--- config.mk ---
export PLATFORM = sky130hd
export DESIGN_NAME = monobit_freq_tester_flat
export DESIGN_NICKNAME = d
export VERILOG_FILES = /design/src/rtl/monobit_pkg.sv /design/src/rtl/monobit_freq_tester_if.sv /design/src/rtl/monobit_block_counter.sv /design/src/rtl/monobit_freq_tester.sv /design/src/flat_wrapper.sv
export SDC_FILE = /design/constraint.sdc
export NUM_CORES = 1
export LEC_CHECK = 0
export BUFFER_PORTS_ARGS = -buffer_cell sky130_fd_sc_hd__buf_2
export CAP_MARGIN = 10
export CORE_MARGIN = 1
export CORE_UTILIZATION = 53
export DETAILED_ROUTE_END_ITERATION = 12
export PLACE_DENSITY = 0.73
export RECOVER_POWER = 50
export SYNTH_ARGS = -nofsm -noshare
export SYNTH_HDL_FRONTEND = slang
export SYNTH_SLANG_ARGS = --single-unit
--- constraint.sdc ---
create_clock -name clk -period 3.9 [get_ports clk]
set_input_delay 0.195 -clock clk [delete_from_list [all_inputs] [get_ports clk]]
set_output_delay 0.195 -clock clk [all_outputs]
set_load 0.005 [all_outputs]
--- src/rtl/monobit_pkg.sv ---
// rtl/monobit_pkg.sv - shared state encoding, mode constants and width helpers for the monobit tester
package monobit_pkg;

  typedef enum logic [1:0] {
    IDLE = 2'd0,
    RUN  = 2'd1,
    EVAL = 2'd2,
    DONE = 2'd3
  } state_e;

  localparam logic MODE_MONO  = 1'b0;
  localparam logic MODE_BLOCK = 1'b1;

  // ones_count must reach N without wrapping
  function automatic int ones_w(input int log2_n);
    return log2_n + 1;
  endfunction

  function automatic int bad_w(input int log2_n, input int log2_m);
    return log2_n - log2_m + 1;
  endfunction

  // |2*ones - N| lives in 0..N, one extra bit keeps 2*ones representable
  function automatic int s_w(input int log2_n);
    return log2_n + 2;
  endfunction

endpackage

--- src/rtl/monobit_freq_tester_if.sv ---
// rtl/monobit_freq_tester_if.sv - control, stream and result bundle of the tester
// Optional runs ports appear when MONOBIT_RUNS_EN is defined.
interface monobit_freq_tester_if
  import monobit_pkg::*;
#(
  parameter int LOG2_N = 7,
  parameter int LOG2_M = 4,
  parameter int THR_W  = 8
);

  logic                           start;
  logic                           mode;
  logic [THR_W-1:0]               threshold;
  logic [LOG2_M:0]                blk_thr;
  logic                           bit_in;
  logic                           bit_valid;
  logic                           busy;
  logic                           done;
  logic                           pass;
  logic [ones_w(LOG2_N)-1:0]      ones_count;
  logic [bad_w(LOG2_N,LOG2_M)-1:0] bad_blocks;
`ifdef MONOBIT_RUNS_EN
  logic [LOG2_N:0]                runs_count;
  logic [LOG2_N:0]                runs_min;
`endif

  modport master (
`ifdef MONOBIT_RUNS_EN
    output runs_min,
    input  runs_count,
`endif
    output start, mode, threshold, blk_thr, bit_in, bit_valid,
    input  busy, done, pass, ones_count, bad_blocks
  );

  modport slave (
`ifdef MONOBIT_RUNS_EN
    input  runs_min,
    output runs_count,
`endif
    input  start, mode, threshold, blk_thr, bit_in, bit_valid,
    output busy, done, pass, ones_count, bad_blocks
  );

endinterface

--- src/rtl/monobit_block_counter.sv ---
// rtl/monobit_block_counter.sv - per-sub-block ones counter with deviation check
// blk_bad is combinational so the final block of a window is counted on the same edge as its last bit.
module monobit_block_counter
  import monobit_pkg::*;
#(
  parameter int LOG2_M = 4
) (
  input  logic            clk,
  input  logic            rst_n,
  input  logic            clear,
  input  logic            bit_take,
  input  logic            bit_in,
  input  logic            blk_end,
  input  logic [LOG2_M:0] blk_thr,
  output logic            blk_bad
);

  localparam int DW = LOG2_M + 2;
  localparam logic [DW-1:0] M_VAL = DW'(2 ** LOG2_M);

  logic [LOG2_M-1:0] cnt_q, cnt_d;
  logic [DW-1:0]     twice, dev;

  always_comb begin
    twice   = ({2'b00, cnt_q} + DW'(bit_in)) << 1;
    dev     = (twice >= M_VAL) ? (twice - M_VAL) : (M_VAL - twice);
    blk_bad = bit_take && blk_end && (dev > {1'b0, blk_thr});

    cnt_d = cnt_q;
    if (clear) begin
      cnt_d = '0;
    end else if (bit_take) begin
      cnt_d = blk_end ? '0 : cnt_q + LOG2_M'(bit_in);
    end
  end

  always_ff @(posedge clk) begin
    if (rst_n) begin
      cnt_q <= '0;
    end else begin
      cnt_q <= cnt_d;
    end
  end

endmodule

--- src/rtl/monobit_freq_tester.sv ---
// rtl/monobit_freq_tester.sv - windowed monobit / block-frequency tester top
// MONOBIT_RUNS_EN adds a runs counter that also gates the verdict.
module monobit_freq_tester
  import monobit_pkg::*;
#(
  parameter int LOG2_N = 7,
  parameter int LOG2_M = 4,
  parameter int THR_W  = 8
) (
  input logic                  clk,
  input logic                  rst_n,
  monobit_freq_tester_if.slave bus
);

  localparam int OW   = ones_w(LOG2_N);
  localparam int BW   = bad_w(LOG2_N, LOG2_M);
  localparam int SW   = s_w(LOG2_N);
  localparam int CW_S = (SW > THR_W) ? SW : THR_W;
  localparam int CW_B = (BW > THR_W) ? BW : THR_W;
  localparam logic [SW-1:0] N_VAL = SW'(2 ** LOG2_N);

  state_e              state_q, state_d;
  logic                mode_q, mode_d;
  logic [THR_W-1:0]    thr_q, thr_d;
  logic [LOG2_M:0]     blk_thr_q, blk_thr_d;
  logic [LOG2_N-1:0]   idx_q, idx_d;
  logic [OW-1:0]       ones_q, ones_d;
  logic [BW-1:0]       bad_q, bad_d;
  logic                pass_q, pass_d;
  logic                done_q, done_d;

  logic                start_acc, bit_take, blk_end, blk_bad;
  logic [SW-1:0]       twice_ones, s_mag;
  logic                pass_eval;

`ifdef MONOBIT_RUNS_EN
  logic [LOG2_N:0]     runs_q, runs_d;
  logic [LOG2_N:0]     runs_min_q, runs_min_d;
  logic                prev_q, prev_d;
`endif

  assign start_acc = bus.start && ((state_q == IDLE) || (state_q == DONE));
  assign bit_take  = bus.bit_valid && (state_q == RUN);
  assign blk_end   = &idx_q[LOG2_M-1:0];

  monobit_block_counter #(.LOG2_M(LOG2_M)) u_blk (
    .clk      (clk),
    .rst_n    (rst_n),
    .clear    (start_acc),
    .bit_take (bit_take),
    .bit_in   (bus.bit_in),
    .blk_end  (blk_end),
    .blk_thr  (blk_thr_q),
    .blk_bad  (blk_bad)
  );

  always_comb begin
    twice_ones = {ones_q, 1'b0};
    s_mag      = (twice_ones >= N_VAL) ? (twice_ones - N_VAL) : (N_VAL - twice_ones);
    if (mode_q == MODE_MONO) begin
      pass_eval = CW_S'(s_mag) <= CW_S'(thr_q);
    end else begin
      pass_eval = CW_B'(bad_q) <= CW_B'(thr_q);
    end
`ifdef MONOBIT_RUNS_EN
    pass_eval = pass_eval && (runs_q >= runs_min_q);
`endif
  end

  always_comb begin
    state_d   = state_q;
    mode_d    = mode_q;
    thr_d     = thr_q;
    blk_thr_d = blk_thr_q;
    idx_d     = idx_q;
    ones_d    = ones_q;
    bad_d     = bad_q;
    pass_d    = pass_q;
    // done trails the DONE state by one cycle and drops on the restart edge
    done_d    = (state_q == DONE) && !start_acc;
`ifdef MONOBIT_RUNS_EN
    runs_d     = runs_q;
    runs_min_d = runs_min_q;
    prev_d     = prev_q;
`endif

    case (state_q)
      IDLE, DONE: begin
        if (bus.start) begin
          state_d   = RUN;
          mode_d    = bus.mode;
          thr_d     = bus.threshold;
          blk_thr_d = bus.blk_thr;
          idx_d     = '0;
          ones_d    = '0;
          bad_d     = '0;
          pass_d    = 1'b0;
`ifdef MONOBIT_RUNS_EN
          runs_d     = '0;
          runs_min_d = bus.runs_min;
`endif
        end
      end
      RUN: begin
        if (bus.bit_valid) begin
          idx_d  = idx_q + 1'b1;
          ones_d = ones_q + OW'(bus.bit_in);
          bad_d  = bad_q + BW'(blk_bad);
`ifdef MONOBIT_RUNS_EN
          prev_d = bus.bit_in;
          if (runs_q == '0) begin
            runs_d = (LOG2_N+1)'(1);
          end else if (bus.bit_in != prev_q) begin
            runs_d = runs_q + 1'b1;
          end
`endif
          if (&idx_q) begin
            state_d = EVAL;
          end
        end
      end
      EVAL: begin
        pass_d  = pass_eval;
        state_d = DONE;
      end
      default: state_d = IDLE;
    endcase
  end

  always_ff @(posedge clk) begin
    if (rst_n) begin
      state_q   <= IDLE;
      mode_q    <= 1'b0;
      thr_q     <= '0;
      blk_thr_q <= '0;
      idx_q     <= '0;
      ones_q    <= '0;
      bad_q     <= '0;
      pass_q    <= 1'b0;
      done_q    <= 1'b0;
`ifdef MONOBIT_RUNS_EN
      runs_q     <= '0;
      runs_min_q <= '0;
      prev_q     <= 1'b0;
`endif
    end else begin
      state_q   <= state_d;
      mode_q    <= mode_d;
      thr_q     <= thr_d;
      blk_thr_q <= blk_thr_d;
      idx_q     <= idx_d;
      ones_q    <= ones_d;
      bad_q     <= bad_d;
      pass_q    <= pass_d;
      done_q    <= done_d;
`ifdef MONOBIT_RUNS_EN
      runs_q     <= runs_d;
      runs_min_q <= runs_min_d;
      prev_q     <= prev_d;
`endif
    end
  end

  assign bus.busy       = (state_q == RUN) || (state_q == EVAL);
  assign bus.done       = done_q;
  assign bus.pass       = pass_q;
  assign bus.ones_count = ones_q;
  assign bus.bad_blocks = bad_q;
`ifdef MONOBIT_RUNS_EN
  assign bus.runs_count = runs_q;
`endif

endmodule

--- src/flat_wrapper.sv ---
// flat-port wrapper written by rule: the top's interface ports become plain ports
module monobit_freq_tester_flat import monobit_pkg::*;
#(
  parameter int LOG2_N = 7,
  parameter int LOG2_M = 4,
  parameter int THR_W  = 8
)
  (clk, rst_n, bus_start, bus_mode, bus_threshold, bus_blk_thr, bus_bit_in, bus_bit_valid, bus_busy, bus_done, bus_pass, bus_ones_count, bus_bad_blocks);
  monobit_freq_tester_if #(.LOG2_N(LOG2_N), .LOG2_M(LOG2_M), .THR_W(THR_W)) bus_i ();
  input logic clk;
  input logic rst_n;
  input wire logic [$bits(bus_i.start)-1:0] bus_start;
  input wire logic [$bits(bus_i.mode)-1:0] bus_mode;
  input wire logic [$bits(bus_i.threshold)-1:0] bus_threshold;
  input wire logic [$bits(bus_i.blk_thr)-1:0] bus_blk_thr;
  input wire logic [$bits(bus_i.bit_in)-1:0] bus_bit_in;
  input wire logic [$bits(bus_i.bit_valid)-1:0] bus_bit_valid;
  output wire logic [$bits(bus_i.busy)-1:0] bus_busy;
  output wire logic [$bits(bus_i.done)-1:0] bus_done;
  output wire logic [$bits(bus_i.pass)-1:0] bus_pass;
  output wire logic [$bits(bus_i.ones_count)-1:0] bus_ones_count;
  output wire logic [$bits(bus_i.bad_blocks)-1:0] bus_bad_blocks;
  assign bus_i.start = bus_start;
  assign bus_i.mode = bus_mode;
  assign bus_i.threshold = bus_threshold;
  assign bus_i.blk_thr = bus_blk_thr;
  assign bus_i.bit_in = bus_bit_in;
  assign bus_i.bit_valid = bus_bit_valid;
  assign bus_busy = bus_i.busy;
  assign bus_done = bus_i.done;
  assign bus_pass = bus_i.pass;
  assign bus_ones_count = bus_i.ones_count;
  assign bus_bad_blocks = bus_i.bad_blocks;
  monobit_freq_tester #(.LOG2_N(LOG2_N), .LOG2_M(LOG2_M), .THR_W(THR_W)) u_core (.clk(clk), .rst_n(rst_n), .bus(bus_i));
endmodule
Yosys cells after proc, flatten, opt, wreduce, memory -nomap -nowiden
Index checks and enable logic that the tools add are counted.

storage, ports and cells
  output and inout bits = 15
  register bits = 41

operators by class
  add/sub/neg operators = 9
  reductions and logical operators = 19
  magnitude comparators = 5
  muxes and demuxes = 19
  equality and inequality tests = 6

operator list
  kind                   count
  $mux W8                2
  $pmux W8 S2            1
  $mux W7                2
  $pmux W7 S2            1
  $mux W4                3
  $ge A9 B8 Y1 const B   1
  $le A9 B8 Y1           1
  $mux W9                1
  $sub A8 B9 Y9 const A  1
  $sub A9 B8 Y9 const B  1
  $add A4 B1 Y4          2
  $add A8 B1 Y8          1
  $le A4 B8 Y1           1
  $pmux W4 S2            1
  $add A7 B1 Y7 const B  1
  $reduce_and A7 Y1      1
  $ge A6 B5 Y1 const B   1
  $gt A6 B5 Y1           1
  $mux W2                3
  $mux W6                1
  $ne A2 B2 Y1 const B   3
  $pmux W2 S3            1
  $reduce_and A3 Y1      2
  $sub A5 B6 Y6 const A  1
  14 further kinds       24

Logic depth before layout (Yosys ltp)
Gate-level depths: netlist (run 1).

  word-level depth = 8
  mapped depth = 20
  depth with buffers taken out = 19

By module
From an unflattened synthesis (run 1), not the netlist that was laid out.

unflattened totals
  cell total of the unflattened synthesis = 302
  area, all modules = 2508.7 um^2

by module, submodules not included
  module                 instances  cells an instance  area an instance (um^2)
  monobit_freq_tester    1          243                2001.9
  monobit_block_counter  1          59                 506.7

Worst setup path after synthesis (run 1)
No wires, ideal clock.

  path kind = flip-flop to flip-flop
  start = register u_core.u_blk.cnt_q[0]
  end = register u_core.bad_q[1] (netlist: u_core.bus.bad_blocks[1])
  slack = 585 ps
  stages on the path, launching flop included = 19
  clock period less this slack = 3315 ps
  data required time = 3783 ps
  data arrival time = 3198 ps
  setup time = 117 ps
  cells stage by stage = dfxtp_1 -> ha_1 -> buf_2 -> xnor2_1 -> ha_1 -> nand2_1 -> o21ai_0 -> mux2_2 -> nand2_1 -> o21ai_0 -> ha_1 -> a21o_1 -> a21o_1 -> a21oi_1 -> o22ai_1 -> and3_1 -> ha_1 -> ha_1 -> a22o_1

on the way
  longest elaborated chain between the ends = 8
  elaborated cells between the ends (all ways) = 10
  those cells by class = add/sub: 4; order compare: 2; mux: 3; reduce/logical: 1

ends and longest elaborated chain
  what                                   line                         RTL
  start: declaration                     monobit_block_counter.sv:21  logic [LOG2_M-1:0] cnt_q, cnt_d;
  start signal: assignment               monobit_block_counter.sv:41  cnt_q <= cnt_d;
  $add A4 B1 Y5 *                        monobit_block_counter.sv:25  twice = ({2'b00, cnt_q} + DW'(bit_in)) << 1;
  $sub A5 B6 Y6 (tied with other cells)  monobit_block_counter.sv:26  dev = (twice >= M_VAL) ? (twice - M_VAL) : (M_VAL - twice);
  $mux W6 *                              monobit_block_counter.sv:26
  $gt A6 B5 Y1 *                         monobit_block_counter.sv:27  blk_bad = bit_take && blk_end && (dev > {1'b0, blk_thr});
  $logic_and A1 B1 Y1 *                  monobit_block_counter.sv:27
  $add A4 B1 Y4 *                        monobit_freq_tester.sv:108   bad_d = bad_q + BW'(blk_bad);
  $mux W4 *                              monobit_freq_tester.sv:105   if (bus.bit_valid) begin
  $pmux W4 S2 *                          monobit_freq_tester.sv:87    case (state_q)
  end signal: assignment                 monobit_freq_tester.sv:138   bad_q <= '0;
  end signal: assignment                 monobit_freq_tester.sv:153   bad_q <= bad_d;
  end: declaration                       monobit_freq_tester.sv:28    logic [BW-1:0] bad_q, bad_d;

Mark *: on every way between the ends. The rest lies on a longest branch, timed or not. The select of a mux whose other input is x is not followed.
A chain may end at the register's enable or synchronous reset.

Worst setup path after layout (run 1)
Ends and elaborated chain as after synthesis.

==> results of run 1 <==
[worst max-delay path, delay by kind of cell, from the launching register on]
kind | cells | cell delay, ns
adder cells (fa/ha/maj) | 5 | 1.50
flip-flops | 1 | 0.37
AND/OR/NAND/NOR | 3 | 0.33
multiplexers | 1 | 0.28
XOR/XNOR | 1 | 0.12
AO/OA/AOI/OAI | 7 | 0.88
[synth_stat cells, types with 3 or more instances]
master	number
sky130_fd_sc_hd__inv_1	23
sky130_fd_sc_hd__xnor2_1	5
sky130_fd_sc_hd__nor3_1	7
sky130_fd_sc_hd__a21o_1	4
sky130_fd_sc_hd__nand2_1	50
sky130_fd_sc_hd__nor2_1	31
sky130_fd_sc_hd__a221oi_1	3
sky130_fd_sc_hd__o21ai_0	11
sky130_fd_sc_hd__a22o_1	4
sky130_fd_sc_hd__clkbuf_1	6
sky130_fd_sc_hd__dfxtp_1	41
sky130_fd_sc_hd__nand4_1	8
sky130_fd_sc_hd__nand3_1	8
sky130_fd_sc_hd__buf_2	6
sky130_fd_sc_hd__mux2i_1	3
sky130_fd_sc_hd__a21oi_1	30
sky130_fd_sc_hd__and3_1	4
sky130_fd_sc_hd__ha_1	28
sky130_fd_sc_hd__xor2_1	13
[area by class of cell]
class | instances | area [um2]
Clock buffer | 7 | 96.3
Timing Repair Buffer | 33 | 161
Tap cell | 52 | 65.1
Multi-Input combinational cell | 235 | 1490
Sequential cell | 41 | 821
Fill cell | 418 | 1690
Clock inverter | 1 | 5.00
Inverter | 23 | 86.3
[flip-flops by register name (all words and copies together) (netlist names)]
signal	cells
u_core.bus.ones_count	8
u_core.thr_q	8
u_core.idx_q	7
u_core.blk_thr_q	5
u_core.bus.bad_blocks	4
u_core.u_blk.cnt_q	4
u_core.state_q	2
u_core.bus.done	1
u_core.bus.pass	1
u_core.mode_q	1
[worst max-delay path by stage]
stage | start | to | slack [ns] | cells after the start
5_1_grt | u_core.u_blk.cnt_q[0] | u_core.bus.bad_blocks[2] | 0.06 | 19
4_1_cts | u_core.u_blk.cnt_q[0] | u_core.bus.bad_blocks[1] | 0.32 | 17
3_5_place_dp | u_core.u_blk.cnt_q[0] | u_core.bus.bad_blocks[1] | 0.35 | 17
2_1_floorplan | u_core.u_blk.cnt_q[0] | u_core.bus.bad_blocks[1] | 0.59 | 18
6_report | u_core.u_blk.cnt_q[0] | u_core.bus.bad_blocks[1] | 0.31 | 17
3_3_place_gp | bus_bit_in | u_core.bus.bad_blocks[1] | 0.47 | 18
[metrics by stage]
| step | utilization, % | setup slack, ns | std cells | total power [W] |
|---|---|---|---|---|
| 2_1_floorplan | - | 0.585 | 313 | 0.000912 |
| 5_1_grt | 61.6 | 0.0600 | 392 | 0.00143 |
| 3_3_place_gp | 59.4 | 0.470 | 384 | 0.00101 |
| 3_5_place_dp | 59.4 | 0.352 | 384 | 0.00102 |
| 6_report | 61.6 | 0.312 | 392 | 0.00132 |
| 4_1_cts | 61.7 | 0.322 | 392 | 0.00133 |
[kinds of logic (layout without fill, tap and decap cells)]
logic type,after synthesis,after routing,synth area share (%)
flops,41,41,33.4
compound gates,63,63,15.7
fa+ha+maj,28,28,14.2
buf+inv,37,64,6.26
simple gates,122,122,22.4
mux,4,4,1.68
xor+xnor,18,18,6.41
[report_power, final]
| group | internal (W) | total (W) | leakage [nW] | switching [W] |
|---|---|---|---|---|
| logic | 0.000188 | 0.000504 | 0.791 | 0.000316 |
| clock network | 0.000160 | 0.000305 | 0.0542 | 0.000145 |
| registers | 0.000468 | 0.000508 | 0.333 | 0.0000409 |
[per-layer routing]
layer / GRT usage [%] / vias up
met5: 0 / -
met4: 11.3 / 0
met3: 5.48 / 10
met2: 36.9 / 56
met1: 29.9 / 997
li1: - / 1127
==> results.sh, run 1 <==
export IMPL_cts_hold_buf=0
export IMPL_grt_remaining_overflow=0
export IMPL_grt_antenna_before_repair=0
export IMPL_worst_slew_pin_slew_ns=0.812
export IMPL_reg2reg_from="u_core.u_blk.cnt_q[0]"
export IMPL_post_synth_top_area_cell="sky130_fd_sc_hd__dfxtp_1"
export IMPL_cts_inserted_buffers=5
export IMPL_number_of_enable_type_register_cells_in_the_synthesized_netlist=0
export IMPL_first_pass_iters=5
export IMPL_floorplan_initialDensity_pct=55.7
export IMPL_yosysWarningCount=0
export IMPL_whs_endpoint="u_core.blk_thr_q[4]"
export IMPL_route_vias_total=2190
export IMPL_critPathCaptureType="flop"
export IMPL_slowest_delay_ns=0.41
export IMPL_cts_root_buffer="sky130_fd_sc_hd__clkbuf_8"
export IMPL_timing_final_setup_violations=0
export IMPL_cts_tree="built"
export IMPL_met3_length_um=265
export IMPL_drt_wl_total_um=5320
export IMPL_cp_slowest_cell="sky130_fd_sc_hd__ha_1"
export IMPL_critical_path_required_time_ns=4.09
export IMPL_worst_slew_margin_relative_to_its_limit_pct=45.9
export IMPL_fin_worst_hold_slack_ns=0.135
export IMPL_syn_cell_area_um2=2460
export IMPL_yosys_area_top_type_share_pct=33.4
export IMPL_mappedNetlistNets=360
export IMPL_grt_pass1_wl_um=9230
export IMPL_width_of_the_die_um=70.1
export IMPL_criticalPathCategory="reg2reg"
export IMPL_reg2reg_setup_slack_ns=0.31
export IMPL_worstHoldPathType="in2reg"
export IMPL_n_antenna_cell=0
export IMPL_via_cell_ratio=5.59
export IMPL_wirelength_met1_um=2560
export IMPL_clockBufferDepth=2
export IMPL_clk_insertion_delay_late_ns=0.29
export IMPL_core_region_area_um2=4410
export IMPL_count_of_state_elements_after_synthesis=41
export IMPL_gp_routability_congestion=0.820
export IMPL_ys_async_sr_fraction_pct=0
export IMPL_max_cap_violations=0
export IMPL_worst_path_cell_trace="ha_1 -> xnor2_1 -> ha_1 -> nand2_1 -> o21ai_0 -> mux2_2 -> nand2_1 -> o21ai_0 -> ha_1 -> a21o_1 -> a21o_1 -> a21oi_1 -> o22ai_1 -> and3_1 -> ha_1 -> ha_1 -> a22o_1"
export IMPL_row_count=24
export IMPL_power_leakage_nw=1.18
export IMPL_finalHoldViolations=0
export IMPL_total_power_divided_by_cell_area_nw_per_um2=484
export IMPL_timing_clock_skew_ns=0.00182
export IMPL_finalSetupTns_ns=0
export IMPL_post_cts_setup_buffers=0
export IMPL_yosysUniqueCellTypes=41
export IMPL_die_area_um2=4920
export IMPL_worstPathArrival_ns=3.78
export IMPL_number_of_clock_sinks_seen_by_cts=41
export IMPL_worstReg2RegEnd="u_core.bus.bad_blocks[1]"
export IMPL_area_growth_syn_to_layout_pct=10.6
export IMPL_final_layout_size_suffix_gt1_share_pct=12.4
export IMPL_worst_hold_startpoint="bus_blk_thr[4]"
export IMPL_post_synth_inst_count=313
export IMPL_commonest_non_fill_non_tap_cell_in_the_layout="sky130_fd_sc_hd__nand2_1"
export IMPL_met2WireLength_um=2380
export IMPL_place_area_um2=2620
export IMPL_final_period_utilization_pct=92.0
export IMPL_layout_cells_most_common_list="sky130_fd_sc_hd__nand2_1 (50), sky130_fd_sc_hd__dfxtp_1 (41), sky130_fd_sc_hd__nor2_1 (31)"
export IMPL_ff2ff_path_depth=17
export IMPL_clk_pin_slew_worst_paths_ns=0.08
export IMPL_synth_seq_area_share_pct=33.4
export IMPL_synth_main_ff_cell="sky130_fd_sc_hd__dfxtp_1"
export IMPL_route_detailed_drc=0
export IMPL_post_dr_wirelength_cell_um=13.6
export IMPL_min_tclk_post_route_ns=3.59
export IMPL_drt_antenna_violating_nets=0
export IMPL_htree_levels=2
export IMPL_fmax_ghz=0.279
export IMPL_count_of_cells_resized_by_post_cts_repair=0
export IMPL_grt_pass1_vias=2122
export IMPL_status="complete, no violations"
export IMPL_port_buffers=33
export IMPL_min_delay_path_depth=3
export IMPL_topRoutingLayerUsed="met4"
export IMPL_rsz_0062_raised_after_global_routing="no"
export IMPL_synth_area_per_cell_um2=7.86
export IMPL_critical_path_max_fanout=12
export IMPL_slew_violations=0
export IMPL_grt_max_degree=25
export IMPL_dp_final_hpwl_um=3900
export IMPL_dieHeight_um=70.1
export IMPL_drt_initial_drc_count=154
export IMPL_cp_common_cell="sky130_fd_sc_hd__ha_1"
export IMPL_post_route_design_area_um2=2720
export IMPL_layout_nets=386
export IMPL_floorplan_io_pins=34
export IMPL_start_kind="flop"
export IMPL_worst_ir_drop_vdd_mv=0.310
export IMPL_track_usage_pct=23.3
export IMPL_yosys_top_cells_area="sky130_fd_sc_hd__dfxtp_1 (33%), sky130_fd_sc_hd__ha_1 (14%), sky130_fd_sc_hd__nand2_1 (7.6%)"
Power figures use the tool's default switching activity.
==> run 2: changes to the inputs <==
- PLACE_DENSITY: 0.73 -> 0.74
==> run 2 against run 1 <==
Compared with the run above: setup slack improved by 0.038 ns; sequential share of layout area decreased by 0.15 points; die area unchanged; cell area increased by 0.51%; routed wire length decreased by 2.2%; non-clock buffer count unchanged; sequential power about the same; maximum frequency increased by 1.1%; largest cell class unchanged.
==> results.sh, run 2 (synthesis results as in run 1) <==
export IMPL_status="complete, no violations"
export IMPL_power_leakage_nw=1.18
export IMPL_worst_path_cell_trace="ha_1 -> xnor2_1 -> ha_1 -> nand2_1 -> o21ai_0 -> mux2_2 -> nand2_1 -> o21ai_0 -> ha_1 -> a21o_1 -> a21o_1 -> a21oi_1 -> o22ai_1 -> and3_1 -> ha_1 -> ha_1 -> a22o_1"
export IMPL_worst_slew_pin_slew_ns=0.767
export IMPL_p_int_w=0.000864
export IMPL_slowest_delay_ns=0.38
export IMPL_cp_num_buf_inv=0
export IMPL_worstHoldPathType="in2reg"
export IMPL_cts_hold_buf=0
export IMPL_timing_final_setup_violations=0
export IMPL_gp_routability_congestion=0.819
export IMPL_share_comb_of_total_power_pct=36.7
export IMPL_floorplan_initialDensity_pct=55.7
export IMPL_route_detailed_drc=0
export IMPL_cp_slowest_cell="sky130_fd_sc_hd__ha_1"
export IMPL_place_ws_ns=0.352
export IMPL_multi_input_comb_area_um2=1490
export IMPL_area_growth_syn_to_layout_pct=11.1
export IMPL_finalWorstSetupSlack_ns=0.350
export IMPL_core_region_area_um2=4410
export IMPL_clockPowerShare_pct=25.8
export IMPL_layout_cells_most_common_list="sky130_fd_sc_hd__nand2_1 (50), sky130_fd_sc_hd__dfxtp_1 (41), sky130_fd_sc_hd__nor2_1 (31)"
export IMPL_seqCellArea_um2=821
export IMPL_port_buffers=33
export IMPL_worst_ir_drop_vdd_mv=0.247
export IMPL_critical_path_max_fanout=12
export IMPL_floorplan_io_pins=34
export IMPL_post_cts_setup_buffers=0
export IMPL_grt_pass1_wl_um=8940
export IMPL_critPathCaptureType="flop"
export IMPL_cts_tree="built"
export IMPL_cts_root_buffer="sky130_fd_sc_hd__clkbuf_8"
export IMPL_route_vias_total=2165
export IMPL_cts_inserted_buffers=5
export IMPL_grt_max_degree=25
export IMPL_dieHeight_um=70.1
export IMPL_min_tclk_post_route_ns=3.55
export IMPL_drt_antenna_violating_nets=0
export IMPL_fillCellCount=388
export IMPL_start_kind="flop"
export IMPL_wirelength_met1_um=2540
export IMPL_seq_power_share_pct=37.4
export IMPL_layout_nets=386
export IMPL_critical_path_top_delay_family="adder cells"
export IMPL_grt_antenna_before_repair=0
export IMPL_drt_initial_drc_count=157
export IMPL_finalSetupTns_ns=0
export IMPL_switching_power_as_a_share_of_total_power_pct=36.4
export IMPL_clk_insertion_delay_late_ns=0.29
export IMPL_finalCoreUtilization_pct=61.9
export IMPL_slew_violations=0
export IMPL_met2WireLength_um=2390
export IMPL_timing_clock_skew_ns=0.00432
export IMPL_topRoutingLayerUsed="met4"
export IMPL_worstPathArrival_ns=3.74
export IMPL_netSwitchingPower_w=0.000496
export IMPL_number_of_clock_sinks_seen_by_cts=41
export IMPL_n_antenna_cell=0
export IMPL_final_period_utilization_pct=91.0
export IMPL_grt_pass1_vias=1983
export IMPL_die_area_um2=4920
export IMPL_track_usage_pct=22.9
export IMPL_critical_path_required_time_ns=4.09
export IMPL_row_count=24
export IMPL_worst_slew_margin_relative_to_its_limit_pct=48.9
export IMPL_cp_common_cell="sky130_fd_sc_hd__ha_1"
export IMPL_fmax_ghz=0.282
export IMPL_finalHoldViolations=0
export IMPL_count_of_cells_resized_by_post_cts_repair=0
export IMPL_rsz_0062_raised_after_global_routing="no"
export IMPL_post_dr_wirelength_cell_um=13.3
export IMPL_first_pass_iters=5
export IMPL_total_power_w=0.00136
export IMPL_grt_remaining_overflow=0
export IMPL_met3_length_um=204
export IMPL_width_of_the_die_um=70.1
export IMPL_final_layout_size_suffix_gt1_share_pct=11.8
export IMPL_dp_final_hpwl_um=3870
export IMPL_clockBufferDepth=2
export IMPL_via_cell_ratio=5.52
export IMPL_htree_levels=2
export IMPL_clk_pin_slew_worst_paths_ns=0.08
export IMPL_max_cap_violations=0
export IMPL_fin_worst_hold_slack_ns=0.130
export IMPL_criticalPathCategory="reg2reg"
export IMPL_commonest_non_fill_non_tap_cell_in_the_layout="sky130_fd_sc_hd__nand2_1"
export IMPL_total_power_divided_by_cell_area_nw_per_um2=497
export IMPL_drt_wl_total_um=5200
run 2: cell count changes in the layout (fill, tap and decap cells not counted):
cell / delta
sky130_fd_sc_hd__and2_1: +1
sky130_fd_sc_hd__clkbuf_1: +2
sky130_fd_sc_hd__clkbuf_8: -1
sky130_fd_sc_hd__bufinv_16: +1
sky130_fd_sc_hd__and2_0: -1
sky130_fd_sc_hd__buf_2: -1
sky130_fd_sc_hd__clkinv_2: -1
run 2: power by group through the flow:
stage | logic (W) | clock network (W) | registers, W
floorplan | 0.000406 | 0 | 0.000506
detailed placement | 0.000502 | 0 | 0.000518
global placement | 0.000492 | 0 | 0.000516
finish | 0.000500 | 0.000351 | 0.000509
global route | 0.000577 | 0.000380 | 0.000516
CTS | 0.000505 | 0.000359 | 0.000509
run 2: worst register-to-register path: stages (launching register included):
cell and delay [ns]:
sky130_fd_sc_hd__dfxtp_1 0.36, sky130_fd_sc_hd__ha_1 0.38, sky130_fd_sc_hd__xnor2_1 0.11, sky130_fd_sc_hd__ha_1 0.31, sky130_fd_sc_hd__nand2_1 0.07, sky130_fd_sc_hd__o21ai_0 0.06
sky130_fd_sc_hd__mux2_2 0.28, sky130_fd_sc_hd__nand2_1 0.06, sky130_fd_sc_hd__o21ai_0 0.09, sky130_fd_sc_hd__ha_1 0.30, sky130_fd_sc_hd__a21o_1 0.16, sky130_fd_sc_hd__a21o_1 0.17
sky130_fd_sc_hd__a21oi_1 0.14, sky130_fd_sc_hd__o22ai_1 0.09, sky130_fd_sc_hd__and3_1 0.21, sky130_fd_sc_hd__ha_1 0.20, sky130_fd_sc_hd__ha_1 0.27, sky130_fd_sc_hd__a22o_1 0.19
run 2: worst paths after layout:
check / start / to / slack [ns] / cells after the start
max: u_core.u_blk.cnt_q[0] / u_core.bus.bad_blocks[1] / 0.35 / 17
min: bus_threshold[5] / u_core.thr_q[5] / 0.13 / 3
max reg2reg: u_core.u_blk.cnt_q[0] / u_core.bus.bad_blocks[1] / 0.35 / 17
min reg2reg: u_core.thr_q[1] / u_core.thr_q[1] / 0.46 / 2
run 2: layer usage:
| layer | up-vias | global-route usage, % |
|---|---|---|
| li1 | 1124 | - |
| met1 | 997 | 30.9 |
| met2 | 37 | 36.6 |
| met3 | 7 | 4.91 |
| met4 | 0 | 7.33 |
| met5 | - | 0 |
run 2: cell type report:
type,instances,share of cell area [%]
multi-input combinational,235,54.3
timing repair buffer,33,5.86
clock buffer,7,3.16
clock inverter,1,1.10
sequential,41,30.0
inverter,23,3.16
tap,52,2.38
run 2: per-stage QoR:
stage | instance area, um2 | std cells
after CTS | 2740 | 392
after global placement | 2620 | 384
after detailed placement | 2620 | 384
after floorplan | 2460 | 313
after global routing | 2730 | 392
final | 2730 | 392
==> run 3: changes to the inputs <==
- ABC_AREA: not set -> 1
- PLACE_DENSITY: 0.74 -> 0.75
==> run 3 against run 2 <==
Compared with the run above: clock skew is 0.0051 ns higher; non-clock buffer count unchanged; power grew 5.9%; clock power is 11% lower; largest power group is now combinational logic.
==> results.sh, run 3 <==
export IMPL_status="complete, no violations"
export IMPL_final_cell_count_no_fill=419
export IMPL_cts_tree="built"
export IMPL_grt_antenna_before_repair=0
export IMPL_floorplan_initialDensity_pct=55.9
export IMPL_post_dr_wirelength_cell_um=12.4
export IMPL_worstPathArrival_ns=3.07
export IMPL_layout_cells_most_common_list="sky130_fd_sc_hd__nand2_1 (63), sky130_fd_sc_hd__inv_1 (49), sky130_fd_sc_hd__a21oi_1 (41), sky130_fd_sc_hd__dfxtp_1 (41), sky130_fd_sc_hd__buf_2 (30)"
export IMPL_gp_routability_congestion=0.911
export IMPL_drt_antenna_violating_nets=0
export IMPL_mappedNetlistNets=380
export IMPL_final_layout_size_suffix_gt1_share_pct=13.6
export IMPL_first_pass_iters=4
export IMPL_timing_final_setup_violations=0
export IMPL_slew_violations=0
export IMPL_fillCellCount=402
export IMPL_rsz_0062_raised_after_global_routing="no"
export IMPL_drt_initial_drc_count=158
export IMPL_dp_final_hpwl_um=3950
export IMPL_worstHoldPathType="in2reg"
export IMPL_route_vias_total=2153
export IMPL_timing_clock_skew_ns=0.00945
export IMPL_synth_area_per_cell_um2=7.35
export IMPL_floorplan_io_pins=34
export IMPL_cts_root_buffer="sky130_fd_sc_hd__clkbuf_8"
export IMPL_critical_path_max_fanout=3
export IMPL_yosysWarningCount=0
export IMPL_cts_hold_buf=0
export IMPL_max_cap_violations=0
export IMPL_total_power_divided_by_cell_area_nw_per_um2=527
export IMPL_port_buffers=33
export IMPL_synth_cells_most_frequent="sky130_fd_sc_hd__nand2_1 (62), sky130_fd_sc_hd__inv_1 (49), sky130_fd_sc_hd__a21oi_1 (41), sky130_fd_sc_hd__dfxtp_1 (41), sky130_fd_sc_hd__ha_1 (28)"
export IMPL_fmax_ghz=0.347
export IMPL_finalSetupTns_ns=0
export IMPL_row_count=24
export IMPL_final_period_utilization_pct=73.9
export IMPL_worst_ir_drop_vdd_mv=0.438
export IMPL_ys_async_sr_fraction_pct=0
export IMPL_grt_remaining_overflow=0
export IMPL_post_synth_top_area_cell="sky130_fd_sc_hd__dfxtp_1"
export IMPL_place_inst=411
export IMPL_finalWorstSetupSlack_ns=1.02
export IMPL_clk_insertion_delay_late_ns=0.30
export IMPL_post_route_design_area_um2=2740
export IMPL_min_tclk_post_route_ns=2.88
export IMPL_critPathCaptureType="flop"
export IMPL_grt_pass1_vias=2049
export IMPL_grt_max_degree=31
export IMPL_area_growth_syn_to_layout_pct=11.7
export IMPL_clk_pin_slew_worst_paths_ns=0.08
export IMPL_n_antenna_cell=0
export IMPL_count_of_cells_resized_by_post_cts_repair=0
export IMPL_finalHoldViolations=0
export IMPL_drt_wl_total_um=5180
export IMPL_synth_most_common_cell="sky130_fd_sc_hd__nand2_1"
export IMPL_critical_path_required_time_ns=4.09
export IMPL_yosys_top_cells_area="sky130_fd_sc_hd__dfxtp_1 (34%), sky130_fd_sc_hd__ha_1 (14%), sky130_fd_sc_hd__nand2_1 (9.5%)"
export IMPL_synth_seq_area_share_pct=33.5
export IMPL_place_area_um2=2640
export IMPL_total_power_w=0.00144
export IMPL_yosys_area_top_type_share_pct=33.5
export IMPL_number_of_enable_type_register_cells_in_the_synthesized_netlist=0
export IMPL_dieHeight_um=70.0
export IMPL_cts_inserted_buffers=5
export IMPL_place_ws_ns=1.04
export IMPL_power_leakage_nw=1.29
export IMPL_via_cell_ratio=5.14
export IMPL_number_of_clock_sinks_seen_by_cts=41
export IMPL_core_region_area_um2=4380
export IMPL_commonest_non_fill_non_tap_cell_in_the_layout="sky130_fd_sc_hd__nand2_1"
export IMPL_die_area_um2=4900
export IMPL_htree_levels=2
export IMPL_worst_slew_margin_relative_to_its_limit_pct=44.0
export IMPL_worst_slew_pin_slew_ns=0.838
export IMPL_layout_nets=413
export IMPL_width_of_the_die_um=70.0
export IMPL_post_cts_setup_buffers=0
export IMPL_count_of_state_elements_after_synthesis=41
export IMPL_syn_cell_area_um2=2450
export IMPL_synth_main_ff_cell="sky130_fd_sc_hd__dfxtp_1"
export IMPL_post_synth_inst_count=333
export IMPL_track_usage_pct=23.2
export IMPL_grt_pass1_wl_um=9140
export IMPL_criticalPathCategory="reg2reg"
export IMPL_yosysUniqueCellTypes=27
export IMPL_clockBufferDepth=2
export IMPL_start_kind="flop"
export IMPL_route_detailed_drc=0
[run 3: critical path, stage by stage, from the launching register on]
cell                      delay [ns]
sky130_fd_sc_hd__dfxtp_1        0.35
sky130_fd_sc_hd__ha_1           0.19
sky130_fd_sc_hd__xor2_1         0.24
sky130_fd_sc_hd__inv_1          0.09
sky130_fd_sc_hd__ha_1           0.21
sky130_fd_sc_hd__xor2_1         0.15
sky130_fd_sc_hd__nand2_1        0.06
sky130_fd_sc_hd__o21ai_0        0.08
sky130_fd_sc_hd__inv_1          0.06
sky130_fd_sc_hd__ha_1           0.27
sky130_fd_sc_hd__nand2_1        0.06
sky130_fd_sc_hd__inv_1          0.06
sky130_fd_sc_hd__nand4_1        0.07
sky130_fd_sc_hd__a22oi_1        0.20
sky130_fd_sc_hd__nor3_1         0.07
sky130_fd_sc_hd__ha_1           0.20
sky130_fd_sc_hd__ha_1           0.19
sky130_fd_sc_hd__a21oi_1        0.17
sky130_fd_sc_hd__nor3_2         0.06
[run 3: area by class of cell]
type / count / area [um2] / share of cell area, %
clock buffers: 7 / 96.3 / 3.52
multi-input cells: 236 / 1400 / 51.3
clock inverters: 1 / 5.00 / 0.183
repair buffers: 33 / 161 / 5.90
inverters: 49 / 184 / 6.72
flip-flops and latches: 41 / 821 / 30.0
well taps: 52 / 65.1 / 2.38
[run 3: metrics by stage]
step	hold WS, ns	utilization (%)
6_report	0.136	62.4
5_1_grt	0.129	62.4
3_3_place_gp	0.439	60.3
2_1_floorplan	0.264	-
3_5_place_dp	0.449	60.3
4_1_cts	0.133	62.6
[run 3: cell families after synthesis]
family | share of synthesized area [%]
XOR/XNOR | 3.88
adder cells (fa/ha/maj) | 14.3
AND/OR/NAND/NOR | 24.3
buffers and inverters | 8.99
flip-flops | 33.5
AO/OA/AOI/OAI | 15.0
[run 3: where the power goes]
group          leakage [nW]  internal (W)  switching [W]
Combinational         0.900      0.000197       0.000414
Sequential            0.334      0.000487      0.0000328
Clock                0.0542      0.000160       0.000151
Total                  1.29      0.000843       0.000597
[run 3: layer usage]
metal  wire [um]  global-route usage (%)  part of all wire, %  vias up
met5           0                       0                    0        -
met4          34                    5.11                 0.66        0
li1            -                       -                    -     1156
met3         247                    5.48                  4.8        4
met2        2450                    39.3                   47       41
met1        2450                    29.9                   47      952
[run 3: final timing paths]
check / startpoint / to / slack, ns / depth (start not counted)
max: u_core.u_blk.cnt_q[0] / u_core.bus.bad_blocks[2] / 1.02 / 18
max reg2reg: u_core.u_blk.cnt_q[0] / u_core.bus.bad_blocks[2] / 1.02 / 18
min: rst_n / u_core.bus.ones_count[7] / 0.14 / 2
min reg2reg: u_core.idx_q[6] / u_core.idx_q[6] / 0.45 / 2
